--- src/rtl/uart_pkg.sv ---
// Shared UART definitions: FSM state encodings, parity modes and the
// parity helper used by both uart_tx and uart_rx.
package uart_pkg;

    typedef enum logic [2:0] {
        IDLE,
        START,
        DATA,
        PARITY,
        STOP
    } state_t;

    localparam logic [1:0] P_NONE = 2'd0;
    localparam logic [1:0] P_ODD  = 2'd1;
    localparam logic [1:0] P_EVE  = 2'd2;

    // Narrow words are zero-extended, which leaves the xor unchanged.
    function automatic logic parity_calc(
        input logic [7:0] data,
        input logic [1:0] ptype
    );
        case (ptype)
            P_ODD:   return ~^data;
            P_EVE:   return ^data;
            default: return 1'b0;
        endcase
    endfunction

endpackage

--- src/rtl/uart_tx_baud.sv ---
// Restartable bit-period divider; oBit_end marks the last clock of a bit.
// Held at zero while iRestart is high so frames align to the accept edge.
module uart_tx_baud
    import uart_pkg::*;
#(
    parameter int CLKS_PER_BIT = 16
) (
    input  logic iClk,
    input  logic iRst,
    input  logic iRestart,
    output logic oBit_end
);

    localparam int W = $clog2(CLKS_PER_BIT);
    localparam logic [W-1:0] LAST = W'(CLKS_PER_BIT - 1);

    logic [W-1:0] cnt;

    always_ff @(posedge iClk or negedge iRst) begin
        if (!iRst) begin
            cnt <= '0;
        end else if (iRestart || cnt == LAST) begin
            cnt <= '0;
        end else begin
            cnt <= cnt + W'(1);
        end
    end

    assign oBit_end = (cnt == LAST);

endmodule

--- src/rtl/uart_tx.sv ---
// UART transmitter: start, LSB-first data, optional parity, 1-2 stop bits.
// Valid/ready handshake with CTS gating only the start of a frame.
module uart_tx
    import uart_pkg::*;
#(
    parameter int CLK_FREQ    = 50_000_000,
    parameter int BAUD_RATE   = 9600,
    parameter int BIT_LENGHT  = 8,
    parameter int PARITY_TYPE = 0,
    parameter int STOP_BITS   = 1
) (
    input  logic                  iClk,
    input  logic                  iRst,
    input  logic [BIT_LENGHT-1:0] iData,
    input  logic                  iValid,
    output logic                  oReady,
    input  logic                  iCTS,
    output logic                  oTx,
    output logic                  oBusy,
    output logic                  oDone
);

    localparam int CLKS_PER_BIT = CLK_FREQ / BAUD_RATE;
    localparam bit HAS_PAR =
        (PARITY_TYPE == 1) || (PARITY_TYPE == 2);
    localparam logic [2:0] LAST_IDX = 3'(BIT_LENGHT - 1);
    localparam logic LAST_STOP = 1'(STOP_BITS - 1);

    state_t                  state, state_d;
    logic [BIT_LENGHT-1:0]   sh, sh_d;
    logic [2:0]              idx, idx_d;
    logic                    stop_cnt, stop_d;
    logic                    par, par_d;
    logic                    tx_q, tx_d;
    logic                    done_q, done_d;
    logic                    bit_end;

    // Counter sits at zero whenever idle, including the accept edge.
    uart_tx_baud #(
        .CLKS_PER_BIT(CLKS_PER_BIT)
    ) u_baud (
        .iClk    (iClk),
        .iRst    (iRst),
        .iRestart(state == IDLE),
        .oBit_end(bit_end)
    );

    always_ff @(posedge iClk or negedge iRst) begin
        if (!iRst) begin
            state    <= IDLE;
            sh       <= '0;
            idx      <= '0;
            stop_cnt <= 1'b0;
            par      <= 1'b0;
            tx_q     <= 1'b1;
            done_q   <= 1'b0;
        end else begin
            state    <= state_d;
            sh       <= sh_d;
            idx      <= idx_d;
            stop_cnt <= stop_d;
            par      <= par_d;
            tx_q     <= tx_d;
            done_q   <= done_d;
        end
    end

    always_comb begin
        state_d = state;
        sh_d    = sh;
        idx_d   = idx;
        stop_d  = stop_cnt;
        par_d   = par;
        done_d  = 1'b0;
        unique case (state)
            IDLE: begin
                if (iValid && iCTS) begin
                    state_d = START;
                    sh_d    = iData;
                    par_d   = parity_calc(8'(iData),
                                          2'(PARITY_TYPE));
                    idx_d   = '0;
                    stop_d  = 1'b0;
                end
            end
            START: begin
                if (bit_end) state_d = DATA;
            end
            DATA: begin
                if (bit_end) begin
                    if (idx == LAST_IDX) begin
                        state_d = HAS_PAR ? PARITY : STOP;
                        idx_d   = '0;
                    end else begin
                        idx_d = idx + 3'd1;
                    end
                end
            end
            PARITY: begin
                if (bit_end) state_d = STOP;
            end
            STOP: begin
                if (bit_end) begin
                    if (stop_cnt == LAST_STOP) begin
                        state_d = IDLE;
                        done_d  = 1'b1;
                    end else begin
                        stop_d = 1'b1;
                    end
                end
            end
            default: state_d = IDLE;
        endcase
    end

    // Line level is registered from the next state, so it moves with it.
    always_comb begin
        tx_d = 1'b1;
        unique case (state_d)
            START:   tx_d = 1'b0;
            DATA:    tx_d = sh_d[idx_d];
            PARITY:  tx_d = par_d;
            default: tx_d = 1'b1;
        endcase
    end

    assign oTx    = tx_q;
    assign oDone  = done_q;
    assign oReady = (state == IDLE);
    assign oBusy  = (state != IDLE);

endmodule

--- config.mk ---
export PLATFORM = sky130hd
export DESIGN_NAME = uart_tx
export DESIGN_NICKNAME = d
export VERILOG_FILES = /design/src/rtl/uart_pkg.sv /design/src/rtl/uart_tx_baud.sv /design/src/rtl/uart_tx.sv
export SDC_FILE = /design/constraint.sdc
export NUM_CORES = 1
export LEC_CHECK = 0
export ABC_CLOCK_PERIOD_IN_PS = 3500
export CAP_MARGIN = 20
export CORE_MARGIN = 3
export CORE_UTILIZATION = 35
export CTS_CLUSTER_DIAMETER = 40
export CTS_CLUSTER_SIZE = 25
export DETAILED_ROUTE_END_ITERATION = 10
export PLACE_DENSITY_LB_ADDON = 0.05
export RECOVER_POWER = 25
export SYNTH_ARGS = -nofsm -noshare
export SYNTH_HDL_FRONTEND = slang
export SYNTH_SLANG_ARGS = --single-unit
--- constraint.sdc ---
create_clock -name iClk -period 3.5 [get_ports iClk]
set_input_delay 0.875 -clock iClk [delete_from_list [all_inputs] [get_ports iClk]]
set_output_delay 0.875 -clock iClk [all_outputs]
set_load 0.01 [all_outputs]
==> flow_summary.yaml <==
placement:
  dp_cells: 194
  hpwl_um: 1920
  dp_slack_ns: 0.731
  place_congestion: 0.813
  numPortBuffers: 15
floorplan:
  die_h_um: 70.7
  start_util_pct: 38.1
  die_area_mm2: 0.00500
  num_rows: 22
  ios: 16
  die_w_um: 70.7
  coreArea_mm2: 0.00385
timing:
  setup_tns_ns: 0
  finalClockSkew_ns: 0.00800
  fin_crit_ns: 2.71
  fmax_ghz: 0.369
  tightestPinTransition_ns: 1.60
  fin_crit_sh_pct: 77.5
  relSlewSlack_pct: -6.61
  slew_viol_final: 31
  layout_setup_ws_ns: 0.787
  finalSetupViolCount: 0
  grt_setup_unrepaired: "no"
  hold_viol_final: 0
synthesis:
  ys_seq_area_share_pct: 51.3
  ys.flop_type: "dfrtp_1"
  async_flop_share_pct: 100
  synth-edff-count: 0
  ys_types: 40
  netlist_area_mm2: 0.00147
  synth_seq_cells: 30
  yosys_warnings: 0
  synth_area_per_cell_um2: 11.1
  synth_fp_nets: 147
  yosysMostFrequentCell: "dfrtp_1"
  synthTopCellsByArea: "dfrtp_1 49%, mux2_2 5.4%, nor2_1 5.1%"
  netlist_instances: 132
  synth_top_area_cell: "dfrtp_1"
  yosys-top-cells-count: "29 x dfrtp_1, 20 x nor2_1, 7 x mux2_2, 7 x nand3_1"
  synth_top_area_share_pct: 49.5
setup_path:
  cp.arrival_ns: 1.84
  max_stage_delay_ns: 0.53
  cpMaxStageDelayCell: "clkdlybuf4s50_1"
  critical_path_depth: 3
  path_cells: "or3_1, inv_1, clkdlybuf4s50_1"
  rr_worst_depth: 6
  path_delay_family: "buffers and inverters"
  worstSetupPathType: "flip-flop to output pin"
  regToRegEndpoint: "oTx"
  critPathBufInv: 2
  r2r-start: "state[0]"
  r2r_setup_slack_ns: 1.16
  crit_required_ns: 2.62
  start_kind: "flip-flop"
  path_max_fanout: 7
  endpoint_kind: "output pin"
detailed_routing:
  vias: 984
  avgViaCountPerCell: 4.87
  drt_iter0_markers: 73
  drc: 0
  wl_per_cell_um: 13.0
  ant_nets: 0
  totalWireLength_um: 2630
  drt_first_pass_iters: 4
hold_path:
  worstHoldStart: "u_baud.cnt[0]"
  hold_depth: 1
  min_path_type: "flip-flop to flip-flop"
  whs_endpoint: "u_baud.cnt[0]"
job:
  cap_violations: 1
run_status:
  status: "finished, violations left"
  violations: "capacitance limit, slew limit"
layout:
  nNetsFinal: 168
  drive_gt1_share_pct: 15.6
  stdcell_count: 202
  area_delta_synth_final_pct: 19.5
  diodes: 0
global_route:
  overflow: 0
  grt_max_degree: 31
  grt_pass1_vias: 1028
  antenna_found_initial: 0
  grt_util_all_layers_pct: 12.6
  grt_first_pass_wirelength_um: 4940
clock_network:
  path_clk_slew_ns: 0.06
  cts-root-buf: "clkbuf_8"
  cts_tree: "done"
  postCtsSetupRepairBufs: 0
  ctsHoldBuffers: 0
  ctsResizeCount: 0
  cts_made_buffers: 5
  htreeDepth: 2
  clk_path_buf_depth: 2
  numClockSinks: 30
  clk_latency_ns: 0.28
pwr:
  p_leak_nw: 0.823
  ir_drop_mv: 0.216
  totalPowerFinal_mw: 0.967
  power_density_mw_per_mm2: 552
## per-stage QoR
stage | area (um2) | utilization, % | hold WS [ns]
after detailed placement | 1680 | 43.5 | 0.473
after CTS | 1760 | 45.6 | 0.487
after global placement | 1680 | 43.5 | 0.465
after global routing | 1750 | 45.5 | 0.499
after floorplan | 1470 | - | 0.455
final | 1750 | 45.5 | 0.486
## layer usage
layer | track usage (%) | part of all wire, %
met4 | 5.01 | 1.4
met3 | 4.55 | 5.4
met2 | 17.2 | 43
met1 | 17.9 | 50
met5 | 0 | 0
## sequential cells by signal (all words and copies together), names as in the netlist
name	flops
oTx	1
idx	3
u_baud.cnt	13
sh	8
oDone	1
par	1
state	3
## worst max-delay path by stage
stage	endpoint	start	slack, ns
floorplan	oTx	state[0]	1.33
global placement	oTx	iValid	0.80
detailed placement	oTx	iValid	0.73
CTS	oReady	state[0]	0.77
global route	sh[1]	iRst	0.63
finish	oReady	state[0]	0.79
## power by group
group | leakage, nW | total (mW) | switching [mW] | internal [mW]
sequential | 0.387 | 0.488 | 0.0556 | 0.432
clock | 0.0395 | 0.260 | 0.119 | 0.141
combinational | 0.397 | 0.219 | 0.0977 | 0.122
## cell families (layout without fill, tap and decap cells)
kind of cell               Yosys count  in the layout  share of synthesized area, %
AOI/OAI and AO/OA                   14             14                          6.66
xor gates and xnor gates            11             11                          6.57
adders and majority gates            3              3                          2.56
buffers and inverters               10             32                          2.90
DFF                                 30             30                          51.3
muxes                               14             14                          10.6
and+or+nand+nor                     50             50                          19.5
## area by class of cell
class / instances / area [um2]
Clock buffer: 8 / 80.1
Fill cell: 389 / 2100
Inverter: 7 / 26.3
Multi-Input combinational cell: 92 / 672
Sequential cell: 30 / 752
Tap cell: 48 / 60.1
Timing Repair Buffer: 17 / 161
## worst register-to-register path: cells and delay by family (launching register included)
kind	cells	cell delay, ns
compound gates	2	0.46
flops	1	0.43
mux	1	0.39
simple gates	3	0.99
## layout by cell type (no fill, tap or decap), types with 4 or more instances in the layout
cell	Yosys	routed
xor2_1	6	6
mux2_2	7	7
nand2_1	5	5
clkbuf_8	0	5
nor2_1	20	20
clkbuf_1	1	4
xnor2_1	5	5
dfrtp_1	29	29
nand3_1	7	7
a21oi_1	4	4
mux2i_1	5	5
and3_1	4	4
inv_1	6	6
clkdlybuf4s50_1	0	14
Power figures use the tool's default switching activity.
